==> config.mk <==
export PLATFORM = sky130hd
export DESIGN_NAME = booth_divider
export DESIGN_NICKNAME = d
export VERILOG_FILES = /design/src/rtl/booth_divider.sv
export SDC_FILE = /design/constraint.sdc
export NUM_CORES = 1
export LEC_CHECK = 0
export CORE_ASPECT_RATIO = 1.2
export CORE_UTILIZATION = 50
export DETAILED_ROUTE_END_ITERATION = 6
export GPL_TIMING_DRIVEN = 0
export HOLD_SLACK_MARGIN = 0.08
export PLACE_DENSITY_LB_ADDON = 0.08
export SLEW_MARGIN = 20
export SYNTH_ARGS = -nofsm -noshare
export SYNTH_HDL_FRONTEND = slang
export SYNTH_SLANG_ARGS = --single-unit
==> constraint.sdc <==
create_clock -name clk -period 8.64 [get_ports clk]
set_clock_uncertainty 0.2 [all_clocks]
set_input_delay 1.728 -clock clk [delete_from_list [all_inputs] [get_ports clk]]
set_output_delay 1.728 -clock clk [all_outputs]
set_load 0.1 [all_outputs]
==> src/rtl/booth_divider.sv <==
// Sequential signed divider: radix-2 restoring division on operand magnitudes,
// followed by a sign-correction step, with a start/busy/done handshake.
//
// state | meaning
// IDLE  | waiting for start; results from the last operation held
// CALC  | one restoring iteration per clock, WIDTH iterations
// SIGN  | apply operand signs and register quotient/remainder
// DONE  | one-cycle done pulse; start here chains a new operation
module booth_divider #(
  parameter int WIDTH = 16
) (
  input  logic             clk,
  input  logic             reset,
  input  logic             start,
  input  logic [WIDTH-1:0] dividend,
  input  logic [WIDTH-1:0] divisor,
  output logic [WIDTH-1:0] quotient,
  output logic [WIDTH-1:0] remainder,
  output logic             busy,
  output logic             done,
  output logic             div_by_zero,
  output logic             overflow
);

  localparam int CW = $clog2(WIDTH);
  localparam logic [CW-1:0] LAST = CW'(WIDTH - 1);

  typedef enum logic [1:0] {IDLE, CALC, SIGN, DONE} state_t;

  state_t state, state_nxt;

  logic [WIDTH-1:0] q_mag;
  logic [WIDTH-1:0] d_mag;
  logic [WIDTH:0]   rem;
  logic [CW-1:0]    cnt;
  logic             neg_q;
  logic             neg_r;

  logic             accept;
  logic             zero_div;
  logic [WIDTH:0]   shifted;
  logic [WIDTH:0]   diff;

  assign accept   = start && (state == IDLE || state == DONE);
  assign zero_div = (divisor == '0);
  assign shifted  = {rem[WIDTH-1:0], q_mag[WIDTH-1]};
  assign diff     = shifted - {1'b0, d_mag};

  assign busy = (state == CALC) || (state == SIGN);
  assign done = (state == DONE);

  always_ff @(posedge clk or negedge reset) begin
    if (!reset) state <= IDLE;
    else        state <= state_nxt;
  end

  always_comb begin
    state_nxt = state;
    case (state)
      IDLE: if (accept) state_nxt = zero_div ? DONE : CALC;
      CALC: if (cnt == LAST) state_nxt = SIGN;
      SIGN: state_nxt = DONE;
      DONE: begin
        if (accept) state_nxt = zero_div ? DONE : CALC;
        else        state_nxt = IDLE;
      end
      default: state_nxt = IDLE;
    endcase
  end

  always_ff @(posedge clk or negedge reset) begin
    if (!reset) begin
      q_mag       <= '0;
      d_mag       <= '0;
      rem         <= '0;
      cnt         <= '0;
      neg_q       <= 1'b0;
      neg_r       <= 1'b0;
      quotient    <= '0;
      remainder   <= '0;
      div_by_zero <= 1'b0;
      overflow    <= 1'b0;
    end else if (accept) begin
      neg_q       <= dividend[WIDTH-1] ^ divisor[WIDTH-1];
      neg_r       <= dividend[WIDTH-1];
      q_mag       <= dividend[WIDTH-1] ? -dividend : dividend;
      d_mag       <= divisor[WIDTH-1] ? -divisor : divisor;
      rem         <= '0;
      cnt         <= '0;
      div_by_zero <= zero_div;
      overflow    <= 1'b0;
      if (zero_div) begin
        quotient  <= '1;
        remainder <= dividend;
      end
    end else if (state == CALC) begin
      cnt <= cnt + CW'(1);
      if (!diff[WIDTH]) begin
        rem   <= diff;
        q_mag <= {q_mag[WIDTH-2:0], 1'b1};
      end else begin
        rem   <= shifted;
        q_mag <= {q_mag[WIDTH-2:0], 1'b0};
      end
    end else if (state == SIGN) begin
      quotient  <= neg_q ? -q_mag : q_mag;
      remainder <= neg_r ? -rem[WIDTH-1:0] : rem[WIDTH-1:0];
      // A positive-signed magnitude of 2^(WIDTH-1) only arises from MIN / -1.
      overflow  <= !neg_q && q_mag[WIDTH-1];
    end
  end

endmodule

Word level (Yosys, flattened, before mapping)
Cells that the tools add are included.
Storage, ports and cells
  flip-flop bits (word level): 90
  input bits: 35
  logic and storage cells: 66
Cells by class
  add/subtract/negate cells: 6
  eq/ne operators: 8
  multiplexer cells: 28
  bitwise gates (word level): 1
  reductions and logical operators: 12
Operators with widths (number)
  two-way mux 16 bit: 17
  negator 16 bit: 4
  subtractor 17 x 16 -> 17 bit: 1
  logical NOT 16 bit: 1
  two-way mux 2 bit: 4
  two-way mux 4 bit: 2
  one-hot mux 2 bit (4 select lines): 1
  != test 2 bit (second input constant): 3
  adder 4 x 1 -> 4 bit (second input constant): 1
  equality test 2 bit (second input constant): 2
  equality test 4 bit (second input constant): 1
  two-way mux 1 bit: 4
  AND reduction 2 bit: 2
  nonzero test 2 bit: 2
  AND reduction 3 bit: 1
  equality test 2 x 1 -> 1 bit (second input constant): 1
  logical AND 1 bit: 2
  logical NOT 2 bit: 1
  logical OR 1 bit: 2
  != test 2 x 1 -> 1 bit (second input constant): 1
  logical NOT 1 bit: 1
  bitwise XOR 1 bit: 1

Depth between registers and ports, before layout
Gate-level depths: netlist of run 1.
  depth after elaboration: 5
  gate-level depth with buffers: 11

Least setup slack after synthesis of run 1
No wires, ideal clock.
  path kind: input -> register
  from: input port divisor[11]
  to: register remainder[15]
  setup time: 0.126 ns
  data arrival time: 3.577 ns
  required time: 8.314 ns
  slack: 4.737 ns
  cell stages on the path: 5
  buffers on the path: 0
  cell sequence: or4_1 -> or4_1 -> or2_4 -> a21o_4 -> a221o_1
Between the ends
  longest elaborated chain between the ends: 3
RTL lines
  start: declaration: line 16  | input logic [WIDTH-1:0] divisor,
  logical NOT 16 bit: line 45  | assign zero_div = (divisor == '0);
  != test 2 x 1 -> 1 bit (no line)
  AND reduction 3 bit (no line)
  end signal: assignment: line 94  | remainder <= dividend;
  end signal: assignment: line 107  | remainder <= neg_r ? -rem[WIDTH-1:0] : rem[WIDTH-1:0];
  end: declaration: line 18  | output logic [WIDTH-1:0] remainder,
No other way between the ends.
A chain may end at the register's enable or synchronous reset.

Worst setup path in the final report of run 1
  from: input port divisor[2]
  to: register quotient[3]
Between the ends
  longest elaborated chain between the ends: 3
RTL lines
  logical NOT 16 bit: line 45
  != test 2 x 1 -> 1 bit (no line)
  AND reduction 3 bit (no line)
  end signal: assignment: line 106  | quotient <= neg_q ? -q_mag : q_mag;
  end: declaration: line 17  | output logic [WIDTH-1:0] quotient,
No other way between the ends.

==> results_dict.tcl, run 1 <==
set metrics [dict create \
    outcome "finished clean" \
    antenna_found_initial 0 \
    start_util 0.515 \
    grt_max_degree 62 \
    maxSlewHeadroom 0.343 \
    cap_violations 0 \
    syn-cell-area_um2 5980 \
    cts_tree "built" \
    synth_top_cell_by_area "dfrtp_1" \
    die_w_um 102 \
    crit_path_top_delay_cell "or4_1" \
    ys_async_sr_fraction 1.00 \
    grt_use_total 0.284 \
    diodes 0 \
    final_net_count 848 \
    insertion_delay_ns 0.35 \
    grt_pass1_vias 5477 \
    wire_per_inst_um 17.5 \
    required_ns 8.67 \
    cts-hold-fix-buffers 0 \
    crit_path_start "divisor[2]" \
    dieHeight_um 122 \
    tightest_slew_ns 0.983 \
    placed_area_um2 6910 \
    drive_gt1_frac 0.0391 \
    hold_viol 0 \
    slew_viol_final 0 \
    routed_wl_um 16600 \
    design_area_um2 7190 \
    cpLargestDelayFamily "simple AND/OR/NAND/NOR gates" \
    clk_pin_slew_ns 0.06 \
    synth_top_area_frac 0.376 \
    grt_pass1_wl_um 27000 \
    area_growth_pct 20.2 \
    cpPeakStageDelay_ns 0.59 \
    ys_types 60 \
    port_buffers 70 \
    rsz0062_at_grt "false" \
    dr.pass1.iters 5 \
    cts_buffers 9 \
    max_freq_mhz 235 \
    min_period_over_period 0.492 \
    row_count 43 \
    clock-root-buffer "clkbuf_16" \
    die_area_um2 12400 \
    synth_nets 766 \
    holdWs_ns 0.274 \
    coreArea_um2 11600 \
    io_pins 71 \
    cp-end-kind "flop" \
    hp-class "reg2reg" \
    finalCriticalPeriod_ns 4.25 \
    synth_edf_count 0 \
    gr-total-overflow 0 \
    dr_total_vias 5499 \
    ant_nets 0 \
    h-tree-depth 3 \
    synthCells 705 \
    drcViolationCount 0 \
    ys_ff_latch 90 \
    setup_viol 0 \
    final.setup.tns_ns 0 \
    r2r-start "q_mag[15]" \
    path_max_fanout 10 \
    holdCritStartpoint "remainder[6]" \
    crit_chain "clkdlybuf4s50_1 -> nor4_2 -> nand3b_1 -> or4_1 -> or2_4 -> a21o_4 -> nor2_8 -> buf_6 -> a21oi_1" \
    cts_resized 0 \
    synth_seq_area_share 0.376 \
    clock_path_buffers 2 \
    yosys-top-cells-area "dfrtp_1, nand2_1, o21ai_0, ha_1, xor2_1" \
    reg2reg_slack_ns 5.20 \
    yosysWarningCount 0 \
    dp_hpwl_um 12800 \
    synth_area_per_cell_um2 8.49 \
    arrival_ns 4.28 \
    gp_congestion 0.849 \
    start_kind "input pin" \
    synthFlopType "dfrtp_1" \
    cts_setup_buffers 0 \
    vias_per_cell 5.79 \
    path_class "in2reg" \
    cts.sinks 90 \
    drt_iter0_markers 301 \
    crit_buf_inv 2 \
]
## kinds of logic (layout without fill, tap and decap cells)
kind of cell | after synthesis | in the layout | share of synthesized area
AOI/OAI and AO/OA | 214 | 214 | 0.221
xor gates and xnor gates | 66 | 66 | 0.0979
buffers and inverters | 68 | 155 | 0.0481
adders and majority gates | 26 | 26 | 0.0556
DFF | 90 | 90 | 0.376
muxes | 18 | 18 | 0.0301
and+or+nand+nor | 223 | 223 | 0.171
## cells in the final DEF (no fill, tap or decap), types with 2 or more instances in the layout
| cell type | Yosys | layout |
|---|---|---|
| nor2_1 | 42 | 42 |
| dfrtp_1 | 90 | 90 |
| or4_1 | 6 | 6 |
| nand3b_1 | 3 | 3 |
| clkbuf_1 | 23 | 24 |
| a21oi_1 | 46 | 46 |
| and3_1 | 3 | 3 |
| buf_2 | 2 | 2 |
| inv_1 | 34 | 34 |
| clkdlybuf4s50_1 | 0 | 69 |
| a31oi_1 | 19 | 19 |
| mux2i_1 | 18 | 18 |
| nand2b_1 | 10 | 10 |
| buf_1 | 5 | 5 |
| a221oi_1 | 2 | 2 |
| o21a_1 | 3 | 3 |
| ha_1 | 25 | 25 |
| nor4_1 | 3 | 3 |
| xnor2_1 | 30 | 30 |
| o211ai_1 | 7 | 7 |
| clkinv_4 | 0 | 2 |
| xor2_1 | 35 | 35 |
| o41ai_1 | 6 | 6 |
| a22oi_1 | 2 | 2 |
| clkbuf_16 | 0 | 9 |
| nand2_1 | 118 | 118 |
| or3_1 | 8 | 8 |
| buf_6 | 4 | 5 |
| o2111ai_1 | 3 | 3 |
| and2_1 | 2 | 2 |
| o21ai_0 | 84 | 84 |
| o211a_1 | 3 | 3 |
| nor2b_1 | 5 | 5 |
| nor3b_1 | 2 | 2 |
| nor3_1 | 7 | 7 |
| nand3_1 | 7 | 7 |
| o22ai_1 | 3 | 3 |
| a211oi_1 | 3 | 3 |
| o31ai_1 | 14 | 14 |
| a21o_1 | 5 | 5 |
## final timing paths
path                                end  cells past startpoint
setup / recovery            quotient[3]                      9
hold / removal             remainder[6]                      2
setup reg to reg                 rem[6]                     11
hold reg to reg            remainder[6]                      2
max in group asynchronous        rem[9]                      2
min in group asynchronous   quotient[8]                      1
## stage by stage
step                      instances   util  setup slack [ns]
after detailed placement        933  0.595              4.01
after global routing            949  0.619              4.25
after CTS                       949  0.619              4.37
after global placement          932  0.592              2.35
after floorplan                 705      -              4.74
final                           949  0.619              4.39
## registers in the layout (all words and copies together) (netlist names)
name	count
remainder	16
rem	16
quotient	16
q_mag	16
cnt	4
neg_r	1
div_by_zero	1
neg_q	1
d_mag	16
state	2
overflow	1
## routing by layer
layer  vias up  track usage  wire length [um]  share of wire
met5         -            0                 0              0
met4         0        0.129               527          0.032
met3        37       0.0373               642          0.039
met2       155        0.507              8610           0.52
met1      2656        0.336              6810           0.41
li1       2651            -                 -              -
## cell usage after synthesis (all sizes together) (2+ instances only)
master,count
buf,11
o211ai,7
a211oi,3
or3,8
o41ai,6
o2111ai,3
dfrtp,90
xnor2,30
xor2,36
or4,6
nor4,4
a22oi,2
nand2,118
ha,25
nand2b,10
mux2i,18
o21ai,85
clkbuf,23
o31ai,14
and2,2
o211a,3
a21o,6
and3,3
nor2b,5
nand3b,3
nor3,7
o22ai,3
a21oi,47
nor3b,2
a31oi,19
nand3,7
o21a,3
inv,34
nor2,43
a221oi,3
## worst min-delay path, cell delays in order, from the launching register on
cell and delay (ns):
dfrtp_1 0.35, nand2_1 0.05, nand2_1 0.05
## cell type report
| type | count | area, um2 |
|---|---|---|
| fill | 1045 | 4430 |
| tap | 157 | 196 |
| sequential | 90 | 2250 |
| clock inverter | 5 | 38.8 |
| buffer | 34 | 160 |
| inverter | 34 | 128 |
| clock buffer | 11 | 243 |
| timing repair buffer | 71 | 729 |
| multi-input combinational | 547 | 3440 |
Power of run 1 is left out: the tool's default activity adds up to more than one toggle a clock period on the data nets, which glitch-free logic cannot reach.
==> run 2, diff against run 1 <==
Clock period 8.64 ns to 4 ns, I/O delays scaled along.
==> results of run 2 <==
Same layout as run 1 (identical final DEF). Status: finished clean.
Main changes from that run: setup slack after placement 4.01 ns -> 0.297 ns; clock-pin slew on the worst setup and hold paths 0.06 ns -> 0.07 ns; setup slack after layout 4.39 ns -> 0.559 ns; hold slack 0.274 ns -> 0.121 ns; start point of the critical path divisor[2] -> q_mag[15]; end point of the critical path quotient[3] -> rem[6]; register-to-register setup slack 5.20 ns -> 0.56 ns
Power of run 2 is left out for the same reason.
==> RTL edit 1 (settings of run 2) <==
Put a register stage on the outputs `busy` and `done`, cleared by the reset. The values now appear one clock later. The other outputs are not delayed to match. Comments in the files are not updated.
--- a/src/rtl/booth_divider.sv
+++ b/src/rtl/booth_divider.sv
@@ -48,4 +48,11 @@
 
-  assign busy = (state == CALC) || (state == SIGN);
-  assign done = (state == DONE);
+  always_ff @(posedge clk or negedge reset) begin
+    if (!reset) begin
+      busy <= '0;
+      done <= '0;
+    end else begin
+      busy <= (state == CALC) || (state == SIGN);
+      done <= (state == DONE);
+    end
+  end
 
Function: changed (Yosys sat finds a counterexample within 4 cycles, from zero or initial values and one cycle with reset low).
==> RTL edit 1 against run 2 <==
  * Setup slack worse by 0.10 ns
  * Largest cell class unchanged
  * Global-route usage increased by 0.76 points
  * Design area grew 0.17%
  * Via count up 0.64%
  * Sequential cell count increased by 2
  * Synthesized area grew 0.36%
  * Routed wire length up 3.0%
Power is left out: the tool's default activity adds up to more than one toggle a clock period on the data nets, which glitch-free logic cannot reach.
==> RTL edit 1: results (changes against run 2) <==
Outcome
  • Outcome: finished clean

Synthesis
  • Post-synthesis xor/xnor area fraction: 10.4% (+0.59 points)
  • Unique masters post-synth: 58 (-3.3%)
  • Asr flop ratio synth: 100% (unchanged)
  • Mapped Nets: 776 (+1.3%)
  • Sequential area share after synthesis: 38.3% (+0.70 points)
  • Compound-Gate Fraction of Synth Area: 20.1% (-2.0 points)
  • Synth top area cells: dfrtp_1, nand2_1, o21ai_0
  • Post-synthesis adder-cell area fraction: 5.75% (+0.19 points)
  • Top cells by count, synth: nand2_1, dfrtp_1, o21ai_0
  • Syn Inst Count: 714 (+1.3%)
  • Mux contribution to synthesized area: 3.33% (+0.32 points)

Clock network
  • Root buf cell: clkbuf_16
  • CTS Buf Count: 9 (unchanged)
  • Worst skew pair latency: 0.35 ns (about the same)
  • Setup bufs post-CTS: 0 (unchanged)
  • H-tree levels: 3 (unchanged)
  • Post-cts resize count: 0 (unchanged)
  • Clock buffer depth: 2 (unchanged)

STA
  • Normalized max-slew margin: 33.4% (-0.90 points)

Setup path
  • R2r setup slk: 0.46 ns (-0.10 ns)
  • Crit path DAT: 3.61 ns (+0.10 ns)
  • Worst r2r dst: q_mag[0]
  • CP max stage delay: 0.43 ns (-0.06 ns)
  • Reg2Reg Depth: 12 (+1)

Placed design
  • DP Area: 6910 sq um (unchanged)
  • IO Port Bufs: 69 (-1.4%)
  • Placed Instances: 941 (+0.86%)
  • Placed wire-length estimate: 13000 um (+1.4%)
  • GPL Wtd Cong: 0.863 (+1.6%)

Cells and area
  • Fraction of layout cells with a size suffix above 1: 3.88% (-0.039 points)
  • Nets@finish: 857 (+1.1%)
  • Non-Filler Instances: 957 (+0.84%)

Route
  • Routed WL: 17100 um (+3.0%)
  • Drt first pass iters: 5 (unchanged)
  • Initial drt markers: 275 (-8.6%)
  • DR vias/cell: 5.78 (-0.20%)

Global route
  • Largest net degree at the start of global routing: 50 (-19%)
  • GRT Total Usage: 29.2% (+0.76 points)
  • First-pass GRT wire length: 27600 um (+2.1%)
  • Number of antenna violations at the first check in global routing: 0 (unchanged)
  • Vias in the first global route: 5571 (+1.7%)

Hold path
  • Worst hold path class: reg -> reg
  • Hold endpoint: remainder[11]
-- RTL edit 1: metrics by stage --
step / setup WS (ns) / hold WS [ns]
CTS: 0.475 / 0.274
global route: 0.254 / 0.305
floorplan: 1.01 / 0.250
detailed placement: 0.127 / 0.259
finish: 0.459 / 0.270
global placement: -1.35 / 0.256
-- RTL edit 1: critical path: cells and delay by family, from the launching register on --
family | cells | cell delay, ns
AO/OA/AOI/OAI | 5 | 0.94
XOR/XNOR | 1 | 0.31
adder cells (fa/ha/maj) | 2 | 0.62
buffers and inverters | 3 | 0.70
flip-flops | 1 | 0.42
AND/OR/NAND/NOR | 1 | 0.28
-- RTL edit 1: logic make-up (layout without fill, tap and decap cells) --
logic type | after synthesis | in the layout
simple gates | 234 | 234
flops | 92 | 92
mux | 20 | 20
buf+inv | 70 | 156
compound gates | 202 | 202
fa+ha+maj | 27 | 27
xor+xnor | 69 | 69
-- RTL edit 1: cell type report --
type | instances | area, sq um
Buffer | 40 | 173
Clock buffer | 11 | 253
Clock inverter | 5 | 41.3
Fill cell | 1078 | 4420
Inverter | 30 | 113
Multi-Input combinational cell | 552 | 3420
Sequential cell | 92 | 2300
Tap cell | 157 | 196
Timing Repair Buffer | 70 | 708
-- RTL edit 1: worst max path at each step --
stage | start | to | slack, ns | depth (start not counted)
after floorplan | q_mag[15] | rem[14] | 1.01 | 11
after global placement | reset | rem[12] | -1.35 | 1
after detailed placement | divisor[2] | remainder[1] | 0.13 | 10
after CTS | q_mag[15] | rem[4] | 0.47 | 12
after global routing | q_mag[15] | rem[4] | 0.25 | 12
final | q_mag[15] | q_mag[0] | 0.46 | 12
-- RTL edit 1: layer usage --
metal / global-route usage (%) / vias to the layer above / part of all wire [%]
met5: 0 / - / 0
met4: 14.8 / 0 / 4.1
met3: 2.98 / 37 / 3.9
met2: 51.3 / 166 / 51
met1: 35.0 / 2681 / 41
li1: - / 2650 / -
==> RTL edit 2 (flow settings as in run 2) <==
Without the edit above. Set the parameter `WIDTH` to 8 (it was 16).
--- a/src/rtl/booth_divider.sv
+++ b/src/rtl/booth_divider.sv
@@ -9,3 +9,3 @@
 module booth_divider #(
-  parameter int WIDTH = 16
+  parameter int WIDTH = 8
 ) (
Ports: changed (resized dividend, divisor, quotient and remainder); port bits go from 71 to 39. No check against the original RTL was run, so the function may have changed too.
==> RTL edit 2 against run 2 <==
  * Design area fell by 48%
  * Fmax rose by 5.1%
  * Hold slack improved by 0.091 ns
  * Synthesized area fell by 47%
  * Synthesized cell count fell by 50%
  * Routed wire length fell by 56%
  * Critical path depth fell by 8
  * Via count fell by 52%
  * Sequential cell count fell by 41
  * Setup slack improved by 0.17 ns
Power is not shown: default switching activity piles up to over one toggle a cycle in this logic, so the estimate is an artifact.
==> RTL edit 2: results (changes against run 2) <==
Outcome
  • Outcome: finished clean

Setup path
  • R2r setup slk: 1.08 ns (+0.52 ns)
  • Crit path DAT: 2.27 ns (-1.24 ns)
  • CP max stage delay: 1.14 ns (+0.65 ns)
  • Worst path top cell family by delay: buffers and inverters
  • CP Max Fanout: 4 (-6)
  • Slowest cell on crit path: clkdlybuf4s50_1

Global route
  • GRT Total Usage: 23.5% (-4.9 points)
  • First-pass GRT wire length: 11800 um (-56%)
  • Largest net degree at the start of global routing: 33 (-47%)
  • Vias in the first global route: 2533 (-54%)

Synthesis
  • Unique masters post-synth: 58 (-3.3%)
  • Synth warnings: 0 (unchanged)
  • Mapped Nets: 389 (-49%)
  • Synth top area cells: dfrtp_1, ha_1, o21ai_0
  • Sequential area share after synthesis: 38.5% (+0.84 points)
  • Top cells by count, synth: dfrtp_1, nand2_1, o21ai_0

Route
  • Drt first pass iters: 4 (-1)
  • Vias: 2644 (-52%)
  • Wire length on met2: 3630 um (-58%)
  • Met3 WL: 223 um (-65%)
  • Metal1 wirelength: 3320 um (-51%)
  • Highest routed layer: met4
  • Initial drt markers: 98 (-67%)
  • Avg WL per Cell: 15.4 um (-12%)

Placed design
  • IO Port Bufs: 36 (-49%)
  • GPL Wtd Cong: 0.853 (+0.45%)
  • Placed wire-length estimate: 5520 um (-57%)

Hold path
  • Worst hold path class: in -> async

STA
  • Final-report setup violation count: 0 (unchanged)
  • Worst-Margin Slew: 0.975 ns (-0.00761 ns)

Cells and area
  • Nets@finish: 433 (-49%)
  • Fraction of layout cells with a size suffix above 1: 7.32% (+3.4 points)

Clock network
  • Setup bufs post-CTS: 0 (unchanged)
  • Root buf cell: clkbuf_8
  • Clock slew at reported path FFs: 0.11 ns (+0.04 ns)
  • H-tree levels: 2 (-1)
  • CTS Buf Count: 5 (-4)
  • Clock buffer depth: 2 (unchanged)
  • Worst skew pair latency: 0.32 ns (-0.03 ns)
==> RTL edit 2: cell count changes in the layout (fill, tap and decap cells not counted), moves of 16 or more <==
cell / run 2 / this run
a21oi_1: 46 / 22
a31oi_1: 19 / 3
clkdlybuf4s50_1: 69 / 35
dfrtp_1: 90 / 49
nand2_1: 118 / 42
nor2_1: 42 / 26
o21ai_0: 84 / 34
xnor2_1: 30 / 12
xor2_1: 35 / 13
==> RTL edit 2: cell families (layout without fill, tap and decap cells) <==
family                   after synthesis  after routing  share of synthesized area, %
AO/OA/AOI/OAI                         90             90                          17.7
XOR/XNOR                              25             25                          6.87
adder cells (fa/ha/maj)               19             19                          7.70
buffers and inverters                 38             83                          5.38
flip-flops                            49             49                          38.5
multiplexers                          20             20                          6.79
AND/OR/NAND/NOR                      110            110                          17.1
==> RTL edit 2: final cells by class <==
cell class / count / area (sq um)
fillers: 594 / 2330
multi-input cells: 264 / 1790
flip-flops and latches: 49 / 1230
repair buffers: 37 / 375
well taps: 82 / 103
plain buffers: 18 / 96.3
inverters: 20 / 75.1
clock buffers: 5 / 68.8
clock inverters: 3 / 22.5
==> RTL edit 2: per-layer routing <==
metal  vias up  GRT usage [%]
met5         -              0
met4         0           10.1
met3        14           3.61
met2        60           41.4
met1      1254           28.2
li1       1316              -
==> RTL edit 2: through the flow <==
stage	instances	instance area [sq um]	hold slack [ns]	setup slack, ns
after floorplan	351	3190	0.250	1.16
after global placement	469	3650	0.265	0.499
after detailed placement	470	3660	0.271	0.837
after CTS	478	3760	0.220	0.724
after global routing	478	3760	0.228	0.627
final	478	3760	0.212	0.727
==> RTL edit 2: final timing paths <==
check,to,depth (start not counted),start
setup / recovery,busy,3,state[1]
hold / removal,q_mag[7],1,reset
setup reg to reg,rem[4],9,q_mag[7]
hold reg to reg,d_mag[5],2,d_mag[5]
max in group asynchronous,d_mag[3],2,reset
min in group clk,d_mag[5],2,d_mag[5]
